### config.mk
export PLATFORM = sky130hd
export DESIGN_NAME = stack_spill
export DESIGN_NICKNAME = d
export VERILOG_FILES = /design/src/rtl/stack_spill.sv
export SDC_FILE = /design/constraint.sdc
export NUM_CORES = 1
export LEC_CHECK = 0
export CAP_MARGIN = 0
export CORE_MARGIN = 4
export CORE_UTILIZATION = 59
export CTS_BUF_LIST = sky130_fd_sc_hd__clkbuf_8
export DETAILED_ROUTE_END_ITERATION = 16
export PLACE_DENSITY_LB_ADDON = 0.12
export SYNTH_ARGS = -nofsm -noshare
export SYNTH_HDL_FRONTEND = slang
export SYNTH_SLANG_ARGS = --single-unit
### constraint.sdc
create_clock -name clk -period 5.8 [get_ports clk]
set_input_delay 1.16 -clock clk [delete_from_list [all_inputs] [get_ports clk]]
set_output_delay 1.16 -clock clk [all_outputs]
set_load 0.01 [all_outputs]
### src/rtl/stack_spill.sv
// Operand stack backed by a DEPTH-entry circular buffer that spills its oldest
// entries to a memory region when full-ish and fills them back when nearly empty.
module stack_spill #(
   parameter int WIDTH      = 32,
   parameter int DEPTH      = 8,
   parameter int VISIBLES   = 1,
   parameter int ADDR_WIDTH = 32,
   parameter int SPILL_MAX  = 256,
   parameter int HIGH_MARK  = DEPTH - 2,
   parameter int LOW_MARK   = 2
) (
   input  logic                                clk,
   input  logic                                reset,
   input  logic                                push,
   input  logic                                pop,
   input  logic [WIDTH-1:0]                    insert,
   output logic [VISIBLES-1:0][WIDTH-1:0]      tops,
   output logic                                stall,
   output logic [$clog2(DEPTH+1)-1:0]          occupancy,
   output logic [$clog2(SPILL_MAX+1)-1:0]      spilled,
   output logic                                overflow,
   output logic                                underflow,
   input  logic [ADDR_WIDTH-1:0]               base_addr,
   output logic                                mem_req,
   output logic                                mem_we,
   output logic [ADDR_WIDTH-1:0]               mem_addr,
   output logic [WIDTH-1:0]                    mem_wdata,
   input  logic                                mem_ack,
   input  logic [WIDTH-1:0]                    mem_rdata,
   output logic [1:0]                          state_dbg
);

   localparam int OCC_W = $clog2(DEPTH + 1);
   localparam int SP_W  = $clog2(SPILL_MAX + 1);
   localparam int PTR_W = $clog2(DEPTH);

   localparam logic [OCC_W-1:0] OCC_FULL = OCC_W'(DEPTH);
   localparam logic [OCC_W-1:0] OCC_NEAR = OCC_W'(DEPTH - 1);
   localparam logic [OCC_W-1:0] OCC_HIGH = OCC_W'(HIGH_MARK);
   localparam logic [OCC_W-1:0] OCC_LOW  = OCC_W'(LOW_MARK);
   localparam logic [OCC_W-1:0] OCC_ONE  = OCC_W'(1);
   localparam logic [SP_W-1:0]  SP_MAX   = SP_W'(SPILL_MAX);

   typedef enum logic [1:0] {
      IDLE  = 2'd0,
      SPILL = 2'd1,
      FILL  = 2'd2
   } state_t;

   state_t state, state_nxt;

   logic [WIDTH-1:0] ram [DEPTH];
   logic [PTR_W-1:0] bot_ptr;
   logic [PTR_W-1:0] push_idx;
   logic [PTR_W-1:0] top_idx;
   logic [PTR_W-1:0] fill_idx;

   logic op_push, op_pop, op_rep;
   logic occ_zero, occ_full, sp_zero, sp_full;
   logic do_push, do_pop, do_rep, set_ovf, set_unf;
   logic start_spill, start_fill, spill_done, fill_done;
   logic [OCC_W-1:0] occ_nxt;
   logic [SP_W-1:0]  sp_nxt;

   assign state_dbg = state;

   // Live entries sit at bot_ptr .. bot_ptr+occupancy-1; fills land just below bot_ptr.
   assign push_idx = bot_ptr + occupancy[PTR_W-1:0];
   assign top_idx  = push_idx - PTR_W'(1);
   assign fill_idx = bot_ptr - PTR_W'(1);

   always_comb begin
      op_push  = push & ~pop;
      op_pop   = pop & ~push;
      op_rep   = push & pop;
      occ_zero = (occupancy == '0);
      occ_full = (occupancy == OCC_FULL);
      sp_zero  = (spilled == '0);
      sp_full  = (spilled == SP_MAX);

      // SPILL guards the entry whose value is already on mem_wdata; FILL keeps a slot free.
      stall = (op_push & occ_full & ~sp_full)
            | (op_pop & occ_zero & ~sp_zero)
            | ((state == SPILL) & op_pop & (occupancy <= OCC_ONE))
            | ((state == FILL) & op_push & (occupancy >= OCC_NEAR));

      do_push = ~stall & ((op_push & ~occ_full) | (op_rep & occ_zero));
      do_pop  = ~stall & op_pop & ~occ_zero;
      do_rep  = ~stall & op_rep & ~occ_zero;
      set_ovf = ~stall & op_push & occ_full & sp_full;
      set_unf = ~stall & op_pop & occ_zero & sp_zero;
   end

   // Memory handshake: mem_req and its qualifiers stay constant until the cycle
   // mem_ack is high, which completes the transfer; acks outside a transfer are ignored.
   always_comb begin
      state_nxt   = state;
      start_spill = 1'b0;
      start_fill  = 1'b0;
      spill_done  = 1'b0;
      fill_done   = 1'b0;
      case (state)
         IDLE: begin
            if ((occupancy >= OCC_HIGH) && !sp_full) begin
               start_spill = 1'b1;
               state_nxt   = SPILL;
            end else if ((occupancy <= OCC_LOW) && !sp_zero) begin
               start_fill = 1'b1;
               state_nxt  = FILL;
            end
         end
         SPILL: begin
            if (mem_ack) begin
               spill_done = 1'b1;
               state_nxt  = IDLE;
            end
         end
         FILL: begin
            if (mem_ack) begin
               fill_done = 1'b1;
               state_nxt = IDLE;
            end
         end
         default: state_nxt = IDLE;
      endcase
   end

   always_comb begin
      occ_nxt = occupancy + OCC_W'(do_push) + OCC_W'(fill_done)
              - OCC_W'(do_pop) - OCC_W'(spill_done);
      sp_nxt  = spilled + SP_W'(spill_done) - SP_W'(fill_done);
   end

   always_ff @(posedge clk or posedge reset) begin
      if (reset) begin
         state     <= IDLE;
         bot_ptr   <= '0;
         occupancy <= '0;
         spilled   <= '0;
         overflow  <= 1'b0;
         underflow <= 1'b0;
         mem_req   <= 1'b0;
         mem_we    <= 1'b0;
         mem_addr  <= '0;
         mem_wdata <= '0;
      end else begin
         state     <= state_nxt;
         occupancy <= occ_nxt;
         spilled   <= sp_nxt;
         if (spill_done) begin
            bot_ptr <= bot_ptr + PTR_W'(1);
         end else if (fill_done) begin
            bot_ptr <= fill_idx;
         end
         if (set_ovf) begin
            overflow <= 1'b1;
         end
         if (set_unf) begin
            underflow <= 1'b1;
         end
         if (start_spill) begin
            mem_req   <= 1'b1;
            mem_we    <= 1'b1;
            mem_addr  <= base_addr + ADDR_WIDTH'(spilled);
            mem_wdata <= ram[bot_ptr];
         end else if (start_fill) begin
            mem_req  <= 1'b1;
            mem_we   <= 1'b0;
            mem_addr <= base_addr + ADDR_WIDTH'(spilled) - ADDR_WIDTH'(1);
         end else if (spill_done || fill_done) begin
            mem_req <= 1'b0;
         end
      end
   end

   // Storage needs no reset: tops masks every slot at or above occupancy.
   always_ff @(posedge clk) begin
      if (do_push) begin
         ram[push_idx] <= insert;
      end
      if (do_rep) begin
         ram[top_idx] <= insert;
      end
      if (fill_done) begin
         ram[fill_idx] <= mem_rdata;
      end
   end

   always_comb begin
      tops = '0;
      for (int i = 0; i < VISIBLES; i++) begin
         if (i < int'(occupancy)) begin
            tops[i] = ram[top_idx - PTR_W'(i)];
         end
      end
   end

endmodule

==> flow_metrics.env, run 1 <==
export IMPL_setup_tns_ns=0
export IMPL_max_cap_violations=0
export IMPL_start_kind="register"
export IMPL_setup_slack_ns=0.302
export IMPL_syn2layout_area_growth_pct=19.5
export IMPL_ctsResizeCount=0
export IMPL_clkTransAtPathRegs_ns=0.06
export IMPL_grt_usage=0.291
export IMPL_n_antenna_cell=0
export IMPL_critPathLaunch="bot_ptr[0]$_DFFE_PP0P_"
export IMPL_die_w_um=194
export IMPL_synth_most_common_cell="mux2_2"
export IMPL_finalHoldViolCount=0
export IMPL_htree_levels=2
export IMPL_setup_violations=0
export IMPL_clockBufferDepth=3
export IMPL_cts_sinks=342
export IMPL_synth_main_ff_cell="edfxtp_1"
export IMPL_fillers=2324
export IMPL_nets=1857
export IMPL_drive_gt1_frac=0.314
export IMPL_syn_instance_count=1492
export IMPL_max_freq_mhz=182
export IMPL_r2r_start="bot_ptr[0]$_DFFE_PP0P_"
export IMPL_cpPeakStageDelay_ns=0.68
export IMPL_worst_pin_slew_ns=1.09
export IMPL_rows=67
export IMPL_fin_skew_ns=0.0182
export IMPL_cp_arrival_ns=4.34
export IMPL_wl_per_cell_um=25.0
export IMPL_yosysUniqueCellTypes=84
export IMPL_post_cts_buffers=0
export IMPL_critPathSlowestCell="dfrtp_4"
export IMPL_grt_pass1_vias=14600
export IMPL_start_util=0.602
export IMPL_slew_violations=0
export IMPL_yosys_area_top_type_share=0.378
export IMPL_worstPathCellList="ha_4 > fa_1 > inv_1 > ha_4 > buf_4 > mux4_2 > nand2_1 > a21oi_1 > clkdlybuf4s50_1"
export IMPL_syn_area_sq_um=20300
export IMPL_crit_top_cell="ha_4"
export IMPL_min_delay_start="mem_addr[11]$_DFFE_PP0P_"
export IMPL_cp_required_ns=4.64
export IMPL_drtAntennaViolNets=0
export IMPL_end_kind="primary output"
export IMPL_postPlaceCellArea_sq_um=23300
export IMPL_io_buffers=216
export IMPL_via_per_inst=6.43
export IMPL_post_route_period_util=0.948
export IMPL_synth_seq_cells=342
export IMPL_dieHeight_um=194
export IMPL_grt_pass1_wl_mm=85.2
export IMPL_root_buffer="clkbuf_8"
export IMPL_dr_pass1_iters=5
export IMPL_hold_path_class="reg -> reg"
export IMPL_fin_util=0.719
export IMPL_route_detailed_drc=0
export IMPL_synth_common_cells="257 x mux2_2, 256 x edfxtp_1, 164 x nand2_1"
export IMPL_fin_crit_ns=5.50
export IMPL_synth_avg_cell_area_sq_um=13.6
export IMPL_yosysTopAreaCell="edfxtp_1"
export IMPL_route_vias_total=14200
export IMPL_synth_async_reset_ratio=0.251
export IMPL_hold_buffers=0
export IMPL_design_area_sq_um=24300
export IMPL_fp_coreArea_sq_um=33800
export IMPL_cts_buffers=57
export IMPL_cts_tree="yes"
export IMPL_antenna_found_initial=0
export IMPL_yosys_warnings=0
export IMPL_maxSlewHeadroom=0.273
export IMPL_grt_max_degree=68
export IMPL_routed_wl_mm=55.3
export IMPL_place_ws_ns=0.946
export IMPL_ys_seq_area_frac=0.484
export IMPL_grt_overflow=0
export IMPL_place_detailed_hpwl_mm=34.8
export IMPL_synthTopCellsByArea="edfxtp_1 38%, mux2_2 14%, mux4_2 14%"
export IMPL_worstSkewPairLatency_ns=0.64
export IMPL_run_status="completed"
export IMPL_gp_congestion=0.854
export IMPL_io_pins=217
export IMPL_synth_edf_count=256
export IMPL_crit_fanout=27
export IMPL_drtIter0Drc=1195
export IMPL_syn_nets=1634
export IMPL_rsz0062_at_grt="false"
export IMPL_die_area_sq_um=37500
export IMPL_path_class="reg -> out"
==> layer usage <==
layer  track usage  wire length, um  vias up
met3        0.0566             4930      114
met4        0.0989             1570        0
met2         0.479            26900      712
li1              -                -     6233
met1         0.395            21900     7146
met5             0                0        -
==> registers in the layout (all words and copies together), names as in the netlist <==
register,flops
bot_ptr,3
mem_addr,32
mem_req,1
mem_wdata,32
mem_we,1
occupancy,4
overflow,1
ram,256
spilled,9
state_dbg,2
underflow,1
==> cells in the final DEF, fill, tap and decap left out, drive strengths merged, types with 5 or more instances in the layout <==
cell             n
a21oi           51
a22oi            5
and2             6
buf             33
clkbuf          62
clkdlybuf4s50  216
clkinv          11
dfrtp           86
edfxtp         256
fa               6
ha              35
inv             70
mux2           257
mux2i           32
mux4           128
nand2          164
nand3           23
nand4           15
nor2            34
nor2b            5
nor3            20
nor4            12
o211ai           5
o21ai           82
o21bai          10
xnor2           42
xor2            26
==> metrics by stage <==
stage / hold WS, ns / cells
after floorplan: 0.497 / 1492
after global routing: 0.491 / 2208
after global placement: 0.460 / 2104
after detailed placement: 0.458 / 2104
after CTS: 0.481 / 2208
final: 0.473 / 2208
==> layout make-up <==
type / count / area (sq um) / area share
multi-input combinational: 1024 / 10200 / 0.421
sequential: 342 / 9850 / 0.405
timing repair buffer: 249 / 2470 / 0.102
clock buffer: 62 / 853 / 0.0351
tap: 448 / 561 / 0.0231
clock inverter: 42 / 171 / 0.00706
inverter: 41 / 156 / 0.00644
==> kinds of logic (layout without fill, tap and decap cells) <==
family,after synthesis,in the layout,synth area share
AO/OA/AOI/OAI,192,192,0.0605
XOR/XNOR,68,68,0.0309
adder cells (fa/ha/maj),41,41,0.0274
buffers and inverters,126,394,0.0233
flip-flops,342,342,0.484
multiplexers,417,417,0.300
AND/OR/NAND/NOR,306,306,0.0741
==> critical path, delay by kind of cell (launching register included) <==
| kind | cells | cell delay [ns] |
|---|---|---|
| and+or+nand+nor | 1 | 0.05 |
| muxes | 1 | 0.24 |
| adders and majority gates | 3 | 1.33 |
| AOI/OAI and AO/OA | 1 | 0.29 |
| buffers and inverters | 3 | 1.10 |
| DFF | 1 | 0.68 |
==> final timing paths <==
check                           slack [ns]                        end  cells after the start
max in group asynchronous             3.81   mem_wdata[5]$_DFFE_PP0P_                      3
worst min-delay path                  0.47   mem_addr[11]$_DFFE_PP0P_                      2
worst max register to register        1.53        ram[1][6]$_DFFE_PP_                     10
worst max-delay path                  0.30                   tops[10]                      9
min in group asynchronous             1.01  mem_wdata[27]$_DFFE_PP0P_                      2
worst min register to register        0.47   mem_addr[11]$_DFFE_PP0P_                      2
Power of run 1 is not shown: default switching activity piles up to over one toggle a cycle in this logic, so the estimate is an artifact.
==> run 2: changes to the inputs <==
Settings changed: SLEW_MARGIN set to 20.
==> results of run 2 <==
Final layout, timing and power as in run 1 (identical DEF).
Power of run 2 is left out for the same reason.
